**src/rtl/dcm_seq_pkg.sv**
```systemverilog
// ============================================================================
// dcm_seq_pkg : state encoding and counter sizing for dcm_lock_sequencer
// Rev 1.0
// ============================================================================
`default_nettype none

package dcm_seq_pkg;

    typedef enum logic [2:0] {
        S_RST    = 3'd0,
        S_WAIT   = 3'd1,
        S_SETTLE = 3'd2,
        S_PWUP   = 3'd3,
        S_CAMRST = 3'd4,
        S_RUN    = 3'd5,
        S_FAIL   = 3'd6
    } state_t;

    // Bits needed to count 0..max_cycles-1 (at least one bit).
    function automatic int cnt_width(input int max_cycles);
        return (max_cycles <= 2) ? 1 : $clog2(max_cycles);
    endfunction

    function automatic int max2(input int a, input int b);
        return (a > b) ? a : b;
    endfunction

endpackage

`default_nettype wire

```
**src/rtl/sync_2ff.sv**
```systemverilog
// ============================================================================
// sync_2ff : 1-bit two-stage synchronizer, asynchronous reset to 0
// Rev 1.0
// ============================================================================
`default_nettype none

module sync_2ff (
    input  logic clk,
    input  logic rst,
    input  logic i_d,
    output logic o_q
);

    logic meta_q;
    logic sync_q;

    always_ff @(posedge clk or posedge rst) begin
        if (rst) begin
            meta_q <= 1'b0;
            sync_q <= 1'b0;
        end else begin
            meta_q <= i_d;
            sync_q <= meta_q;
        end
    end

    assign o_q = sync_q;

endmodule

`default_nettype wire

```
**src/rtl/dcm_lock_sequencer.sv**
```systemverilog
// ============================================================================
// dcm_lock_sequencer : DCM reset/lock supervisor and CMOS sensor power-up
// sequencer with bounded retries and a sticky failure state.  Rev 1.0
// ============================================================================
`default_nettype none

module dcm_lock_sequencer
    import dcm_seq_pkg::*;
#(
    parameter int RST_CYCLES      = 8,
    parameter int LOCK_TIMEOUT    = 50000,
    parameter int SETTLE_CYCLES   = 1024,
    parameter int CAM_PWUP_CYCLES = 50000,
    parameter int CAM_RST_CYCLES  = 50000,
    parameter int MAX_RETRIES     = 3
) (
    input  logic                               clk,
    input  logic                               RESET,
    input  logic                               dcm_locked,
    output logic                               dcm_rst,
    output logic                               cmos_pwdn,
    output logic                               cmos_rst_n,
    output logic                               clk_ready,
    output logic                               lock_fail,
    output logic [$clog2(MAX_RETRIES+1)-1:0]   retry_cnt,
    output logic [2:0]                         state
);

    localparam int RW = $clog2(MAX_RETRIES + 1);
    localparam int CW = cnt_width(max2(max2(max2(RST_CYCLES, LOCK_TIMEOUT),
                                            max2(SETTLE_CYCLES, CAM_PWUP_CYCLES)),
                                       CAM_RST_CYCLES));

    localparam logic [CW-1:0] c_rst_last    = CW'(RST_CYCLES - 1);
    localparam logic [CW-1:0] c_wait_last   = CW'(LOCK_TIMEOUT - 1);
    localparam logic [CW-1:0] c_settle_last = CW'(SETTLE_CYCLES - 1);
    localparam logic [CW-1:0] c_pwup_last   = CW'(CAM_PWUP_CYCLES - 1);
    localparam logic [CW-1:0] c_camrst_last = CW'(CAM_RST_CYCLES - 1);
    localparam logic [RW-1:0] c_retry_max   = RW'(MAX_RETRIES);

    logic          w_lk;
    logic          w_retry_evt;
    state_t        state_q, state_d;
    logic [CW-1:0] cnt_q, cnt_d;
    logic [RW-1:0] retry_q, retry_d;
    logic          dcm_rst_q, dcm_rst_d;
    logic          cmos_pwdn_q, cmos_pwdn_d;
    logic          cmos_rst_n_q, cmos_rst_n_d;
    logic          clk_ready_q, clk_ready_d;
    logic          lock_fail_q, lock_fail_d;

    sync_2ff u_lock_sync (
        .clk (clk),
        .rst (RESET),
        .i_d (dcm_locked),
        .o_q (w_lk)
    );

    always_ff @(posedge clk or posedge RESET) begin
        if (RESET) begin
            state_q      <= S_RST;
            cnt_q        <= '0;
            retry_q      <= '0;
            dcm_rst_q    <= 1'b1;
            cmos_pwdn_q  <= 1'b1;
            cmos_rst_n_q <= 1'b0;
            clk_ready_q  <= 1'b0;
            lock_fail_q  <= 1'b0;
        end else begin
            state_q      <= state_d;
            cnt_q        <= cnt_d;
            retry_q      <= retry_d;
            dcm_rst_q    <= dcm_rst_d;
            cmos_pwdn_q  <= cmos_pwdn_d;
            cmos_rst_n_q <= cmos_rst_n_d;
            clk_ready_q  <= clk_ready_d;
            lock_fail_q  <= lock_fail_d;
        end
    end

    always_comb begin
        state_d     = state_q;
        retry_d     = retry_q;
        w_retry_evt = 1'b0;

        // Lock loss is tested before terminal count so it wins a tie; in
        // S_WAIT lock arriving wins over the timeout.
        case (state_q)
            S_RST:    if (cnt_q == c_rst_last) state_d = S_WAIT;
            S_WAIT: begin
                if (w_lk)                      state_d = S_SETTLE;
                else if (cnt_q == c_wait_last) w_retry_evt = 1'b1;
            end
            S_SETTLE: begin
                if (!w_lk)                       w_retry_evt = 1'b1;
                else if (cnt_q == c_settle_last) state_d = S_PWUP;
            end
            S_PWUP: begin
                if (!w_lk)                     w_retry_evt = 1'b1;
                else if (cnt_q == c_pwup_last) state_d = S_CAMRST;
            end
            S_CAMRST: begin
                if (!w_lk)                       w_retry_evt = 1'b1;
                else if (cnt_q == c_camrst_last) state_d = S_RUN;
            end
            S_RUN:    if (!w_lk) w_retry_evt = 1'b1;
            S_FAIL:   state_d = S_FAIL;
            default:  state_d = S_RST;
        endcase

        if (w_retry_evt) begin
            if (retry_q == c_retry_max) begin
                state_d = S_FAIL;
            end else begin
                retry_d = retry_q + 1'b1;
                state_d = S_RST;
            end
        end

        if (state_d == S_RUN && state_q != S_RUN) begin
            retry_d = '0;
        end

        // Saturate so long stays in S_RUN/S_FAIL cannot wrap the counter.
        if (state_d != state_q) begin
            cnt_d = '0;
        end else if (cnt_q != '1) begin
            cnt_d = cnt_q + 1'b1;
        end else begin
            cnt_d = cnt_q;
        end

        dcm_rst_d    = (state_d == S_RST) || (state_d == S_FAIL);
        cmos_pwdn_d  = !(state_d inside {S_PWUP, S_CAMRST, S_RUN});
        cmos_rst_n_d = (state_d == S_CAMRST) || (state_d == S_RUN);
        clk_ready_d  = (state_d == S_RUN);
        lock_fail_d  = (state_d == S_FAIL);
    end

    assign dcm_rst    = dcm_rst_q;
    assign cmos_pwdn  = cmos_pwdn_q;
    assign cmos_rst_n = cmos_rst_n_q;
    assign clk_ready  = clk_ready_q;
    assign lock_fail  = lock_fail_q;
    assign retry_cnt  = retry_q;
    assign state      = state_q;

endmodule

`default_nettype wire
```
**config.mk**
```make
export PLATFORM = sky130hd
export DESIGN_NAME = dcm_lock_sequencer
export DESIGN_NICKNAME = d
export VERILOG_FILES = /design/src/rtl/dcm_seq_pkg.sv /design/src/rtl/sync_2ff.sv /design/src/rtl/dcm_lock_sequencer.sv
export SDC_FILE = /design/constraint.sdc
export NUM_CORES = 1
export LEC_CHECK = 0
export BUFFER_PORTS_ARGS = -buffer_cell sky130_fd_sc_hd__buf_2
export CORE_ASPECT_RATIO = 2
export CORE_MARGIN = 2
export CORE_UTILIZATION = 59
export CTS_CLUSTER_SIZE = 14
export DETAILED_ROUTE_END_ITERATION = 6
export HOLD_SLACK_MARGIN = 0.08
export MAX_ROUTING_LAYER = met4
export PLACE_DENSITY = 0.75
export SYNTH_ARGS = -nofsm -noshare
export SYNTH_HDL_FRONTEND = slang
export SYNTH_SLANG_ARGS = --single-unit
```
**constraint.sdc**
```tcl
create_clock -name clk -period 2.8 [get_ports clk]
set_clock_uncertainty 0.2 [all_clocks]
set_input_delay 0 -clock clk [delete_from_list [all_inputs] [get_ports clk]]
set_output_delay 0 -clock clk [all_outputs]
set_load 0.005 [all_outputs]
```
# Yosys cells after proc, flatten, opt, wreduce, memory -nomap -nowiden
# Index checks and enable logic that the tools add are counted.
# totals
ff_bits	28
out_inout_bits	10
word_cells	61
# classes
n_addsub	2
eq_ne	18
mux	20
reduce_logical	11
# ops
cell	n
$mux 16	2
$mux 3	10
$pmux 3 s7	1
$eq 3x3->1 const B	6
$add 16x1->16 const B	1
$eq 16x10->1 const B	1
$eq 16x16->1 const B	1
$eq 16x3->1 const B	1
$ne 16x16->1 const B	1
$eq 3x2->1 const B	3
$logic_not 3->1	2
$mux 2	3
$reduce_bool 2->1	2
$reduce_or 4->1	1
$eq 3x1->1 const B	1
$mux 1	3
$ne 3x3->1	1
$ne 3x3->1 const B	1
$reduce_bool 3->1	1
$add 2x1->2 const B	1
$eq 2x2->1 const B	1
$logic_or 1x1->1	2
$ne 2x1->1 const B	1
$pmux 1 s2	1
other kinds (3)	3

# Longest topological paths before layout
# logic_depth
depth_word	9
depth_mapped	9

# Hierarchy
# Synthesis repeated with hierarchy kept, for this count alone.
# unflattened
cells_unflattened	188
area_unflattened_um2	1806.7
# modules_own_cells
module	n_inst	cells_each	area_each_um2	seq_area_each_um2
dcm_lock_sequencer	1	185	1752.9	653.1
sync_2ff	1	3	53.8	50.0

# Worst setup path before layout
# No wires, ideal clock.
# synth_timing
path_kind	reg-to-reg
start	register cnt_q[10]
end	register cnt_q[0]
setup_time_ns	0.120
arrival_time_ns	2.178
required_ns	2.480
path_slack_ns	0.302
stages_incl_launch_ff	9
n_path_buf	2
synth_period_minus_slack_ns	2.498
cell_sequence	dfrtp_1 buf_6 or4_4 or4_4 nor3_4 or3_4 o21bai_4 buf_6 nor2_1
# synth_between
elab_chain_len	7
elab_cells_between_ends	19
classes_between	5 x eq/ne; 13 x mux; 1 x reduce/logical
# synth_rtl
item	line	text
start, declared	dcm_lock_sequencer.sv:44	logic [CW-1:0] cnt_q, cnt_d;
start signal, assigned	dcm_lock_sequencer.sv:71	cnt_q <= cnt_d;
$eq 16x16->1 / $eq 16x10->1 (equally long branches)	--	
$mux 3 (tied with other cells)	dcm_lock_sequencer.sv:104	else if (cnt_q == c_camrst_last) state_d = S_RUN;
$mux 3 (tied with other cells)	dcm_lock_sequencer.sv:103	if (!w_lk) w_retry_evt = 1'b1;
$pmux 3 s7 / $pmux 1 s2 (equally long branches)	dcm_lock_sequencer.sv:88	case (state_q)
$mux 3	dcm_lock_sequencer.sv:111	if (w_retry_evt) begin
$ne 3x3->1	dcm_lock_sequencer.sv:125	if (state_d != state_q) begin
$mux 16 / $reduce_bool 2->1 (equally long branches)	--	
# Several ways; a longest one is shown, not always the timed one.
# A chain may end at the register's enable or synchronous reset.

# Worst setup path after layout
# layout_timing
start	register cnt_q[10]
end	register cnt_q[8]
# Same word-level chain as after synthesis.

==> results.md <==
* Largest family of logic cells by synthesized area: simple AND/OR/NAND/NOR gates
* Crit path max-delay cell type: or4_4
* Hold EP: u_lock_sync.o_q$_DFF_PP0_
* Reg2reg end: cnt_q[8]$_DFFE_PP0P_
* Ant diodes at 0
* Maximum VDD drop at a little over 0.0005 V
* Num rows at 27
* Library cells used by synthesis at 46
* Finished layout cell area at roughly 1800 um^2
* Net Switching at 0.555 mW
* Max Clk Rate at 381 MHz
* Final hold vios at 0
* Post-DP HPWL at 2620 um
* Most used DFF post-synth: dfrtp_1
* Clk slew on worst S/H paths at ~100 ps
* Routed len/inst at 16.1 um
* Seq/Total Area, Yosys at 42.0%
* Warnings, synthesis at 0
* Min Hold Slack at ~180 ps
* CP cell instances: or4_4, or4_4, nor4bb_1, a21oi_1, o21bai_4, nor2_1
* Buf/Inv on CP at 0
* # H-tree levels at 1
* Adder-cell share of the synthesized area at 1.49%
* Worst skew pair latency at 270 ps
* Reg-to-reg critical path startpoint: cnt_q[10]$_DFFE_PP0P_
* Mux contribution to synthesized area at 1.19%
* DRC viols at 0
* Unrepaired setup endpoints after global routing: no
* Width of the die at around 42 um
* Drt first pass iters at 4
* Clock group share of total power at 17.2%
* Nets at 199
* Top post-synthesis cells by count: 26 x dfrtp_1, 26 x nor2_1, 14 x nand2_1
* Tot Pwr at about 1.4 mW
* Int Pwr at 0.873 mW
* Maximum root-to-sink buffer count at 2
* Flops & latches, synth at 28
* # fillers at between 200 and 250
* Tmin final at 2630 ps
* Largest net degree at the start of global routing at 29
* Syn Nets at 189
* FF+latch area at 703 um^2
* Place WS at 189 ps
* Crit path max fanout at 12
* Yosys top cell area share at 38.8%
* Num ports at 13
* Comb pwr share at 40.4%
* Sw frac at 38.8%
* Critical path origin: cnt_q[10]$_DFFE_PP0P_
* FF-to-FF setup slack at 170 ps
* Cell depth of the worst hold path at 0
* Post-Syn Instances at between 150 and 200
* WS Path Type: register to register
* Avg Cell Area, Syn at 9.11 um^2
* Slowest stage delay, CP at just under 600 ps
* EDFF count, synth at 0
* Num Clock Sinks at 28
* DIE HEIGHT at 79.4 um
* Sequential share of power at 42.4%
* HP Class: register to register
* # setup viols final at 0
* Rel. slew slack at 33.0%
* Setup slack after layout at 175 ps
* Setup total negative slack at 0 ps
* Multi-input logic area at around 910 um^2
* Clk root buf: clkbuf_8
* Non-Filler Instances at 222
* Tcrit/Tclk final at between 90% and 100%
* Fraction of registers with async set/reset at 100%
* Lkg Pwr at 0.799 nW
* Core Util, Final at 66.0%
* Area after DPL at 1730 um^2
* FF-to-FF path depth at 6
* Drt initial violations at 60
* Yosys top cell by area: dfrtp_1
* Pins Over Slew Limit at 0
* Power Density at 791 nW/um^2
* Layout cells sized above 1 at 15.0%
* Post-synth design cell area at 1680 um^2
* Vias per inst at 6.26
* Port Buf Inserts at 12
* Gr ovfl total at 0
* Synth area leaders: dfrtp_1 39%, nor2_1 5.8%, xnor2_1 3.7%
* Vias in the first global route at 1337
* Delay-heaviest family, CP: simple AND/OR/NAND/NOR gates
* Core Region at 2740 um^2
* Synth Area in Compound Gates at around 13%
* All-layer global routing usage at 24.7%
* Max cap viols at 0
* Required @ worst endpoint at roughly 2800 ps
* Routed vias at between 1000 and 1500
* Crit start category: register
* Outcome: finished clean
* TritonCTS clock tree: yes
* Hold Startpoint: u_lock_sync.meta_q$_DFF_PP0_
* Global placement routability congestion at 0.885
* Antenna-violating nets left at 0
* Starting density of the core at between 60% and 70%
* Simple-Gate Fraction of Synth Area at 31.4%
* Routed WL at 3580 um
* Cts bufs inserted at 3
* Initial antenna violation count at 0
* CP dominant cell by count: or4_4
* CP Capture Type: register
* Die Area at 3310 um^2
* Xor and xnor area share after synthesis at 7.32%
* Syn-to-layout area delta at 7.77%
* Slew @ Worst Pin at 1000 ps
* Placed Instances at 216
* CP arrival at 2570 ps
* First-pass GRT wire length at just over 6000 um
==> kinds of logic after synthesis <==
| kind of cell | count (synthesis) |
|---|---|
| buf+inv | 13 |
| compound gates | 32 |
| mux | 2 |
| xor+xnor | 14 |
| flops | 28 |
| simple gates | 93 |
| fa+ha+maj | 2 |
==> worst register-to-register path, stage by stage, from the launching register on <==
cell and delay [ps]:
dfrtp_1 470, or4_4 580, or4_4 470, nor4bb_1 270, a21oi_1 100, o21bai_4 310, nor2_1 90
==> registers in the layout, indices dropped and copies added (netlist names) <==
name                cells
cnt_q                  16
state                   3
retry_cnt               2
clk_ready               1
cmos_pwdn               1
cmos_rst_n              1
dcm_rst                 1
lock_fail               1
u_lock_sync.meta_q      1
u_lock_sync.o_q         1
==> worst max-delay path by stage <==
stage	to	cells after the start
2_1_floorplan	cnt_q[0]$_DFFE_PP0P_	8
3_3_place_gp	cnt_q[6]$_DFFE_PP0P_	6
3_5_place_dp	cnt_q[15]$_DFFE_PP0P_	6
4_1_cts	cnt_q[0]$_DFFE_PP0P_	6
5_1_grt	cnt_q[10]$_DFFE_PP0P_	6
6_report	cnt_q[8]$_DFFE_PP0P_	6
==> placed cells by master, fill, tap and decap left out, types with 7 or more instances in the layout <==
cell type,Yosys,routed
o21ai_0,8,8
nand3_1,9,9
a21oi_1,9,9
xor2_1,7,7
nor2_1,26,26
xnor2_1,7,7
buf_2,0,12
dfrtp_1,26,26
nand2_1,14,14
==> power by group through the flow <==
stage / Sequential [mW] / Combinational [mW] / Clock [mW]
finish: 0.605 / 0.577 / 0.246
global route: 0.623 / 0.645 / 0.271
CTS: 0.605 / 0.579 / 0.253
detailed placement: 0.614 / 0.574 / 0
global placement: 0.607 / 0.564 / 0
floorplan: 0.556 / 0.496 / 0
==> routing by layer <==
metal	GRT usage, %	vias to the layer above	share of wire [%]
met5	-	-	0
met4	10.0	0	2.3
met3	2.27	8	2.6
met2	44.4	34	57
met1	27.3	679	38
li1	-	669	-
==> final cells by class <==
type | instances | area share (%)
tap | 29 | 2.01
inverter | 2 | 0.416
clock buffer | 4 | 3.05
multi-input combinational | 143 | 50.3
sequential | 28 | 38.9
timing repair buffer | 16 | 5.27
==> timing repair <==
item,4_1_cts,5_1_grt
endpoints found under the hold margin,27,0
hold buffers,2,0
gates resized for setup,0,0
buffers inserted,0,0
setup endpoints to repair,0,0
(Power assumes the default switching activity.)
